<file path="src/rtl/cci_mpf_active_tracker.sv">
// Per-channel outstanding-line tracker with registered almost-full, sticky
// under/overflow flags and a shared drain handshake. Optional high-water marks
// are enabled by defining MPF_ACTIVE_TRACKER_HWM_EN.
module cci_mpf_active_tracker #(
  parameter int N_CHANNELS = 2,
  parameter int MAX_ACTIVE = 1024,
  parameter int AF_SLACK   = 8,
  parameter int CW         = $clog2(MAX_ACTIVE) + 1
) (
  input  logic                     clk,
  input  logic                     reset,
`ifdef MPF_ACTIVE_TRACKER_HWM_EN
  input  logic                     hwm_clear,
  output logic [CW*N_CHANNELS-1:0] hwm,
`endif
  input  logic [N_CHANNELS-1:0]    req_valid,
  input  logic [2*N_CHANNELS-1:0]  req_len,
  input  logic [N_CHANNELS-1:0]    rsp_valid,
  input  logic [2*N_CHANNELS-1:0]  rsp_len,
  input  logic                     drain_req,
  output logic                     drain_ack,
  output logic [N_CHANNELS-1:0]    not_empty,
  output logic [N_CHANNELS-1:0]    almost_full,
  output logic [CW*N_CHANNELS-1:0] active_cnt,
  output logic [N_CHANNELS-1:0]    err_underflow,
  output logic [N_CHANNELS-1:0]    err_overflow
);

  // Two guard bits: one for the sign, one so a saturated count plus a
  // 4-line request still compares above the counter maximum.
  localparam int XW = CW + 2;
  localparam logic signed [XW-1:0] CNT_MAX_C = XW'({CW{1'b1}});

  typedef enum logic [1:0] {
    ST_IDLE     = 2'd0,
    ST_DRAINING = 2'd1,
    ST_DRAINED  = 2'd2
  } state_t;

  state_t                  state_r, state_nxt_s;
  logic [CW-1:0]           cnt_r   [N_CHANNELS];
  logic [CW-1:0]           upd_s   [N_CHANNELS];
  logic signed [XW-1:0]    inc_s   [N_CHANNELS];
  logic signed [XW-1:0]    dec_s   [N_CHANNELS];
  logic signed [XW-1:0]    nxt_s   [N_CHANNELS];
  logic [N_CHANNELS-1:0]   uf_set_s;
  logic [N_CHANNELS-1:0]   of_set_s;
  logic [N_CHANNELS-1:0]   af_thr_s;
  logic                    all_idle_s;
  logic                    drain_force_s;

  // Per-channel net update with saturation and error detection.
  always_comb begin
    uf_set_s   = {N_CHANNELS{1'b0}};
    of_set_s   = {N_CHANNELS{1'b0}};
    af_thr_s   = {N_CHANNELS{1'b0}};
    all_idle_s = 1'b1;
    for (int i = 0; i < N_CHANNELS; i++) begin
      inc_s[i] = req_valid[i] ? (XW'(req_len[2*i +: 2]) + XW'(1)) : {XW{1'b0}};
      dec_s[i] = rsp_valid[i] ? (XW'(rsp_len[2*i +: 2]) + XW'(1)) : {XW{1'b0}};
      nxt_s[i] = $signed(XW'(cnt_r[i])) + inc_s[i] - dec_s[i];
      if (nxt_s[i][XW-1]) begin
        upd_s[i]    = {CW{1'b0}};
        uf_set_s[i] = 1'b1;
      end else if (nxt_s[i] > CNT_MAX_C) begin
        upd_s[i]    = {CW{1'b1}};
        of_set_s[i] = 1'b1;
      end else begin
        upd_s[i]    = nxt_s[i][CW-1:0];
      end
      af_thr_s[i] = (32'(upd_s[i]) + 32'(AF_SLACK)) >= 32'(MAX_ACTIVE);
      if (upd_s[i] != {CW{1'b0}}) begin
        all_idle_s = 1'b0;
      end else begin
        all_idle_s = all_idle_s;
      end
    end
  end

  // Drain FSM next state; a dropped drain_req always returns to IDLE.
  always_comb begin
    state_nxt_s = ST_IDLE;
    case (state_r)
      ST_IDLE: begin
        if (drain_req) state_nxt_s = ST_DRAINING;
        else           state_nxt_s = ST_IDLE;
      end
      ST_DRAINING: begin
        if (!drain_req)                                               state_nxt_s = ST_IDLE;
        else if (all_idle_s && (req_valid == {N_CHANNELS{1'b0}}))     state_nxt_s = ST_DRAINED;
        else                                                          state_nxt_s = ST_DRAINING;
      end
      ST_DRAINED: begin
        if (drain_req) state_nxt_s = ST_DRAINED;
        else           state_nxt_s = ST_IDLE;
      end
      default: state_nxt_s = ST_IDLE;
    endcase
    drain_force_s = (state_nxt_s == ST_DRAINING) || (state_nxt_s == ST_DRAINED);
  end

  // Counters, FSM state and all registered status outputs.
  always_ff @(posedge clk) begin
    if (reset) begin
      state_r       <= ST_IDLE;
      drain_ack     <= 1'b0;
      not_empty     <= {N_CHANNELS{1'b0}};
      almost_full   <= {N_CHANNELS{1'b0}};
      err_underflow <= {N_CHANNELS{1'b0}};
      err_overflow  <= {N_CHANNELS{1'b0}};
      for (int i = 0; i < N_CHANNELS; i++) cnt_r[i] <= {CW{1'b0}};
    end else begin
      state_r       <= state_nxt_s;
      drain_ack     <= (state_nxt_s == ST_DRAINED);
      almost_full   <= af_thr_s | {N_CHANNELS{drain_force_s}};
      err_underflow <= err_underflow | uf_set_s;
      err_overflow  <= err_overflow | of_set_s;
      for (int i = 0; i < N_CHANNELS; i++) begin
        cnt_r[i]     <= upd_s[i];
        not_empty[i] <= (upd_s[i] != {CW{1'b0}});
      end
    end
  end

  // Flatten the counter array onto the packed output bus.
  always_comb begin
    active_cnt = {CW*N_CHANNELS{1'b0}};
    for (int i = 0; i < N_CHANNELS; i++) active_cnt[i*CW +: CW] = cnt_r[i];
  end

`ifdef MPF_ACTIVE_TRACKER_HWM_EN
  logic [CW-1:0] hwm_r [N_CHANNELS];

  // High-water mark tracks the post-update count; clear reloads it.
  always_ff @(posedge clk) begin
    if (reset) begin
      for (int i = 0; i < N_CHANNELS; i++) hwm_r[i] <= {CW{1'b0}};
    end else begin
      for (int i = 0; i < N_CHANNELS; i++) begin
        if (hwm_clear || (upd_s[i] > hwm_r[i])) hwm_r[i] <= upd_s[i];
        else                                    hwm_r[i] <= hwm_r[i];
      end
    end
  end

  // Flatten the high-water marks onto the packed output bus.
  always_comb begin
    hwm = {CW*N_CHANNELS{1'b0}};
    for (int i = 0; i < N_CHANNELS; i++) hwm[i*CW +: CW] = hwm_r[i];
  end
`endif

endmodule

</file>
<file path="config.mk">
export PLATFORM = sky130hd
export DESIGN_NAME = cci_mpf_active_tracker
export DESIGN_NICKNAME = d
export VERILOG_FILES = /design/src/rtl/cci_mpf_active_tracker.sv
export SDC_FILE = /design/constraint.sdc
export NUM_CORES = 1
export LEC_CHECK = 0
export BUFFER_PORTS_ARGS = -buffer_cell sky130_fd_sc_hd__buf_2
export CORE_ASPECT_RATIO = 1.4
export CORE_MARGIN = 2
export CORE_UTILIZATION = 35
export DETAILED_ROUTE_END_ITERATION = 12
export GPL_TIMING_DRIVEN = 0
export PLACE_DENSITY = 0.49
export SLEW_MARGIN = 10
export SYNTH_ARGS = -nofsm -noshare
export SYNTH_HDL_FRONTEND = slang
export SYNTH_SLANG_ARGS = --single-unit
</file>
<file path="constraint.sdc">
create_clock -name clk -period 9.2 [get_ports clk]
set_clock_uncertainty 0.15 [all_clocks]
set_input_delay 0.46 -clock clk [delete_from_list [all_inputs] [get_ports clk]]
set_output_delay 0.46 -clock clk [all_outputs]
set_load 0.005 [all_outputs]
</file>
* After elaboration in Yosys (flattened, before gate mapping)
Memory sizes are Yosys's and may differ from the RTL's.
Index checks and enable logic that the tools add are counted.
** Storage, ports and cells
- Input port bits :: 15
- Bits in registers :: 11
- Output and inout port bits :: 31
- Memories :: 1
- Word-level logic and storage cells :: 62
- RAM bits :: 22
- ROM bits :: 0
- Bits in latches :: 0
** Memory list
- cnt_r :: words 2, bits a word 11, read ports 2, clocked after Yosys merged registers in 0, wr ports 2, RTL line 41 : logic [CW-1:0] cnt_r [N_CHANNELS];
** Operators by class
- $lt $le $gt $ge :: 4
- Reduce and logical (&&, ||, !) cells :: 6
- Eq/ne operators :: 4
- Mux-type cells :: 26
- Add/sub/neg operators :: 10
- Shifts and indexed selects :: 0
- Div/mod/pow operators :: 0
- Multipliers :: 0
- Bitwise operators :: 5
** Operator list (number)
- 11-bit two-way mux :: 6
- 13-bit by 12-bit greater-than comparator with 1-bit output (second input constant) :: 2
- 12-bit by 3-bit subtractor with 13-bit output :: 2
- 11-bit by 3-bit adder with 12-bit output :: 2
- 11-bit by 4-bit adder with 12-bit output (second input constant) :: 2
- 12-bit by 11-bit >= comparator with 1-bit output (second input constant) :: 2
- 11-bit nonzero test :: 2
- 2-bit by 1-bit adder with 3-bit output (second input constant) :: 4
- 1-bit two-way mux :: 12
- 3-bit two-way mux :: 4
- 2-bit two-way mux :: 3
- 2-bit OR :: 3
- 2-bit one-hot mux with 3 select lines :: 1
- 2-bit by 1-bit == test with 1-bit output (second input constant) :: 2
- 2-bit == test (second input constant) :: 2
- 2-bit zero test :: 2
- 1-bit OR :: 2
- 1-bit logical AND :: 1
- 1-bit logical OR :: 1

* Depth between registers and ports, before layout
- Word-level depth :: 17
- Gate-level depth with buffers :: 17
- Mapped depth without buffers :: 16

* Least setup slack after synthesis
Ideal clock, no wire load.
- Path kind :: in2reg
- Start point :: in rsp_len[0]
- End point :: reg almost_full[0]
- Setup slack :: 4.782 ns
- Library setup time :: 0.125 ns
- Path buffers :: 0
- Cell stages on the path :: 16
- Arrival :: 4.143 ns
- Cell sequence :: ha_1 and2_1 fa_1 inv_1 fa_1 a211oi_2 o221ai_1 a221oi_1 o311ai_0 o41ai_2 nand2_1 o21ai_0 ha_1 o211ai_1 a2111oi_4 nor3b_2
** On the way
- Longest elaborated chain between the ends :: 16
** Ends and longest elaborated chain
- start, declared :: RTL line 19 : input logic [2*N_CHANNELS-1:0] rsp_len,
- 2-bit by 1-bit adder with 3-bit output * :: RTL line 60 : dec_s[i] = rsp_valid[i] ? (XW'(rsp_len[2*i +: 2]) + XW'(1)) : {XW{1'b0}};
- 3-bit two-way mux * :: RTL line 60
- 12-bit by 3-bit subtractor with 13-bit output * :: RTL line 61 : nxt_s[i] = $signed(XW'(cnt_r[i])) + inc_s[i] - dec_s[i];
- 13-bit by 12-bit greater-than comparator with 1-bit output :: RTL line 65 : end else if (nxt_s[i] > CNT_MAX_C) begin
- 11-bit two-way mux :: RTL line 65
- 11-bit two-way mux * :: RTL line 62 : if (nxt_s[i][XW-1]) begin
- branches (longest 9 deep; another with 11-bit by 4-bit adder with 12-bit output)
- 2-bit OR * :: RTL line 115 : almost_full <= af_thr_s | {N_CHANNELS{drain_force_s}};
- end signal, assigned :: RTL line 108 : almost_full <= {N_CHANNELS{1'b0}};
- end signal, assigned :: RTL line 115
- end, declared :: RTL line 23 : output logic [N_CHANNELS-1:0] almost_full,
Every way passes the cells marked *.
A chain may end at the register's enable or synchronous reset.

* Final worst setup path
- Start point :: in rsp_len[0]
- End point :: reg almost_full[0]
** On the way
- Longest elaborated chain between the ends :: 16
** Ends and longest elaborated chain
- 2-bit by 1-bit adder with 3-bit output * :: RTL line 60
- 3-bit two-way mux * :: RTL line 60
- 12-bit by 3-bit subtractor with 13-bit output * :: RTL line 61
- 13-bit by 12-bit greater-than comparator with 1-bit output :: RTL line 65
- 11-bit two-way mux :: RTL line 65
- 11-bit two-way mux * :: RTL line 62
- 11-bit nonzero test * :: RTL line 72 : if (upd_s[i] != {CW{1'b0}}) begin
- 1-bit two-way mux * (2 in series) :: RTL line 72
- 1-bit logical AND * :: RTL line 90 : else if (all_idle_s && (req_valid == {N_CHANNELS{1'b0}})) state_nxt_s = ST_DRAINED;
- 2-bit two-way mux * :: RTL line 90
- 2-bit two-way mux * :: RTL line 89 : if (!drain_req) state_nxt_s = ST_IDLE;
- 2-bit one-hot mux with 3 select lines * :: RTL line 83 : case (state_r)
- via state_nxt_s[1] :: RTL line 40 : state_t state_r, state_nxt_s;
- 2-bit by 1-bit == test with 1-bit output or 2-bit == test (tied branches) :: RTL line 99 : drain_force_s = (state_nxt_s == ST_DRAINING) || (state_nxt_s == ST_DRAINED);
- 1-bit logical OR * :: RTL line 99
- 2-bit OR * :: RTL line 115
The timed path passes the listed nets; every way through them passes the cells marked *.

==> flow_summary_export.csv <==
group,metric,value,unit
sta,fin_crit_sh,51.0,%
logic_synthesis,syn_area,3090,sq um
sta,maxSlewHeadroom,53.2,%
floorplanning,ios,46,
grt,grt_usage,17.6,%
logic_synthesis,synth_ff_type,"dfxtp_1",
placement,io_buffers,45,
clocking,htreeDepth,2,
floorplanning,die_x,83.4,microns
floorplanning,die_h,115,microns
layout,syn2layout_area_growth,16.0,%
layout,fillCellCount,914,
grt,antenna_found_initial,0,
grt,grt_start_max_net_pins,11,
clocking,cts_root_buf,"clkbuf_16",
drt,first_pass_iters,6,
logic_synthesis,syn_nets,442,
logic_synthesis,avgSynthCellArea,7.96,sq um
clocking,worst_skew_pair.late_latency,0.28,ns
critical_path,arrival,4.70,ns
clocking,tritoncts,"built",
critical_path,r2r_start,"cnt_r[0][1]$_SDFF_PP0_",
critical_path,critPathRequiredTime,9.21,ns
sta,finalSetupViolCount,0,
sta,slew_viol_final,0,
critical_path,crit_path_cell_trace,"buf_2, ha_1, and2_1, fa_1, inv_1, fa_1, a211oi_2, o221ai_1, a221oi_1, o311ai_0, o41ai_2, nand3_1, o22ai_1, ha_1, o211ai_1, a2111oi_4, nor3b_2",
drt,drt_iter0_markers,108,
floorplanning,die_area,9600,sq um
status,status,"finished clean",
sta,rsz0062_at_grt,"false",
grt,grt_first_pass_wirelength,13600,microns
placement,post-dp-hpwl,6610,microns
critical_path,max_stage_delay,0.50,ns
logic_synthesis,synth-seq-area-share,21.4,%
logic_synthesis,ys_warn_count,0,
clocking,clock_sinks,33,
layout,drive_gt1_share,16.3,%
critical_path,crit_path_start_kind,"input pin",
logic_synthesis,syn_inst,388,
worst_hold_path,hold_class,"reg -> reg",
layout,layout.nets,494,
drt,wl_per_cell,14.7,microns
drt,viasPerCell,5.37,
floorplanning,start_util,36.1,%
logic_synthesis,synth-edff-count,0,
run,maxCapViolations,0,
clocking,cts-resized-gates,0,
drt,route.vias.total,2933,
clocking,post-cts-setup-buffers,0,
clocking,cts_inserted_buffers,5,
layout,antenna_cells,0,
sta,finalHoldViolCount,0,
sta,fin_crit,4.69,ns
logic_synthesis,async_reset_ff_share,0,%
worst_hold_path,worstHoldStart,"err_underflow[0]$_SDFF_PP0_",
layout,layout_common_cells,"47 x buf_2, 46 x inv_1, 45 x nor2_1",
layout,layout_commonest_cell,"buf_2",
critical_path,critical_path_class,"in -> reg",
sta,max_freq,0.213,GHz
floorplanning,design.core.area,8560,sq um
clocking,clockBufferDepth,2,
critical_path,cp_max_fo,5,
critical_path,endpoint_kind,"register",
placement,gp_congestion,0.841,
floorplanning,rows,40,
logic_synthesis,synth.distinct_cells,67,
drt,routed_wl,8040,microns
drt,drtAntennaViolNets,0,
sta,fin_tns_setup,0,ns
critical_path,crit_path_start,"rsp_len[0]",
grt,first_global_vias,2949,
clocking,ctsHoldBuffers,0,
sta,worst_slew_pin_slew,0.702,ns
critical_path,cpMaxStageDelayCell,"fa_1",
clocking,clkSlewWorstSetupHoldPaths,0.05,ns
drt,drc_errors,0,
logic_synthesis,synth_seq_cells,33,
grt,gr-total-overflow,0,
critical path: cells and delay by family:
| kind | cells | cell delay [ns] |
|---|---|---|
| compound gates | 8 | 2.21 |
| simple gates | 3 | 0.37 |
| fa+ha+maj | 4 | 1.48 |
| buf+inv | 2 | 0.18 |
synth_stat cells (all sizes together), types with 3 or more instances:
master   count  area, sq um
ha          33          413
nor3b        5         42.5
a31oi        6         37.5
and3         6         37.5
nand2       17         63.8
xor2         5         43.8
fa           6          120
clkbuf      10         37.5
a21o         8         60.1
nor2        45          169
buf          3         21.3
or3          8         50.1
nor3         9         50.1
a2111oi      3         45.1
a21oi       22          114
inv         47          176
nand2b       3         18.8
a211o        3         26.3
o21a         8         61.3
nor2b       11         68.8
o21ai       11         55.1
xnor2       10         87.6
o21bai       3         22.5
dfxtp       33          661
or2          3         18.8
nand4        3         18.8
a211oi       7         62.6
and2         8         50.1
o211ai       5         37.5
nand3        7         35.0
path summary, 6_finish.rpt:
path                                       to  slack [ns]  cells after the start
setup / recovery    almost_full[0]$_SDFF_PP0_        4.51                     17
hold / removal    err_underflow[0]$_SDFF_PP0_        0.32                      2
setup reg to reg    almost_full[0]$_SDFF_PP0_        4.81                     15
hold reg to reg   err_underflow[0]$_SDFF_PP0_        0.32                      2
flip-flops by register name, summed over array words and instances (netlist names):
register / count
almost_full: 2
cnt_r: 22
drain_ack: 1
err_overflow: 2
err_underflow: 2
not_empty: 2
state_r: 2
layout make-up:
| class | count | area, sq um | share of cell area, % |
|---|---|---|---|
| buffer | 13 | 58.8 | 1.64 |
| clock buffer | 6 | 129 | 3.60 |
| clock inverter | 2 | 10.0 | 0.279 |
| inverter | 47 | 176 | 4.92 |
| multi-input combinational | 295 | 2190 | 61.2 |
| sequential | 33 | 661 | 18.4 |
| tap | 105 | 131 | 3.67 |
| timing repair buffer | 45 | 225 | 6.28 |
logic make-up (layout without fill, tap and decap cells):
family,after synthesis,count (layout),synth area share [%]
AND/OR/NAND/NOR,133,133,22.4
AO/OA/AOI/OAI,105,105,26.1
buffers and inverters,60,113,7.62
adder cells (fa/ha/maj),39,39,17.3
flip-flops,33,33,21.4
XOR/XNOR,15,15,4.25
multiplexers,3,3,1.01
metrics by stage:
| step | util (%) | instance area [sq um] | hold WS [ns] | setup WS [ns] | std cells |
|---|---|---|---|---|---|
| 6_report | 41.9 | 3580 | 0.318 | 4.51 | 546 |
| 5_1_grt | 41.9 | 3580 | 0.347 | 4.21 | 546 |
| 4_1_cts | 41.9 | 3580 | 0.329 | 4.48 | 546 |
| 3_5_place_dp | 40.2 | 3440 | 0.316 | 4.21 | 538 |
| 3_3_place_gp | 40.2 | 3440 | 0.310 | 4.20 | 538 |
| 2_1_floorplan | - | 3090 | 0.310 | 4.78 | 388 |
routing by layer:
| layer | GRT usage [%] | up-vias | wire length (microns) |
|---|---|---|---|
| li1 | - | 1494 | - |
| met1 | 17.1 | 1367 | 3040 |
| met2 | 35.3 | 53 | 4470 |
| met3 | 3.16 | 19 | 252 |
| met4 | 8.52 | 0 | 269 |
| met5 | 0 | - | 0 |
Power is left out: the tool's default activity adds up to more than one toggle a clock period on the data nets, which glitch-free logic cannot reach.
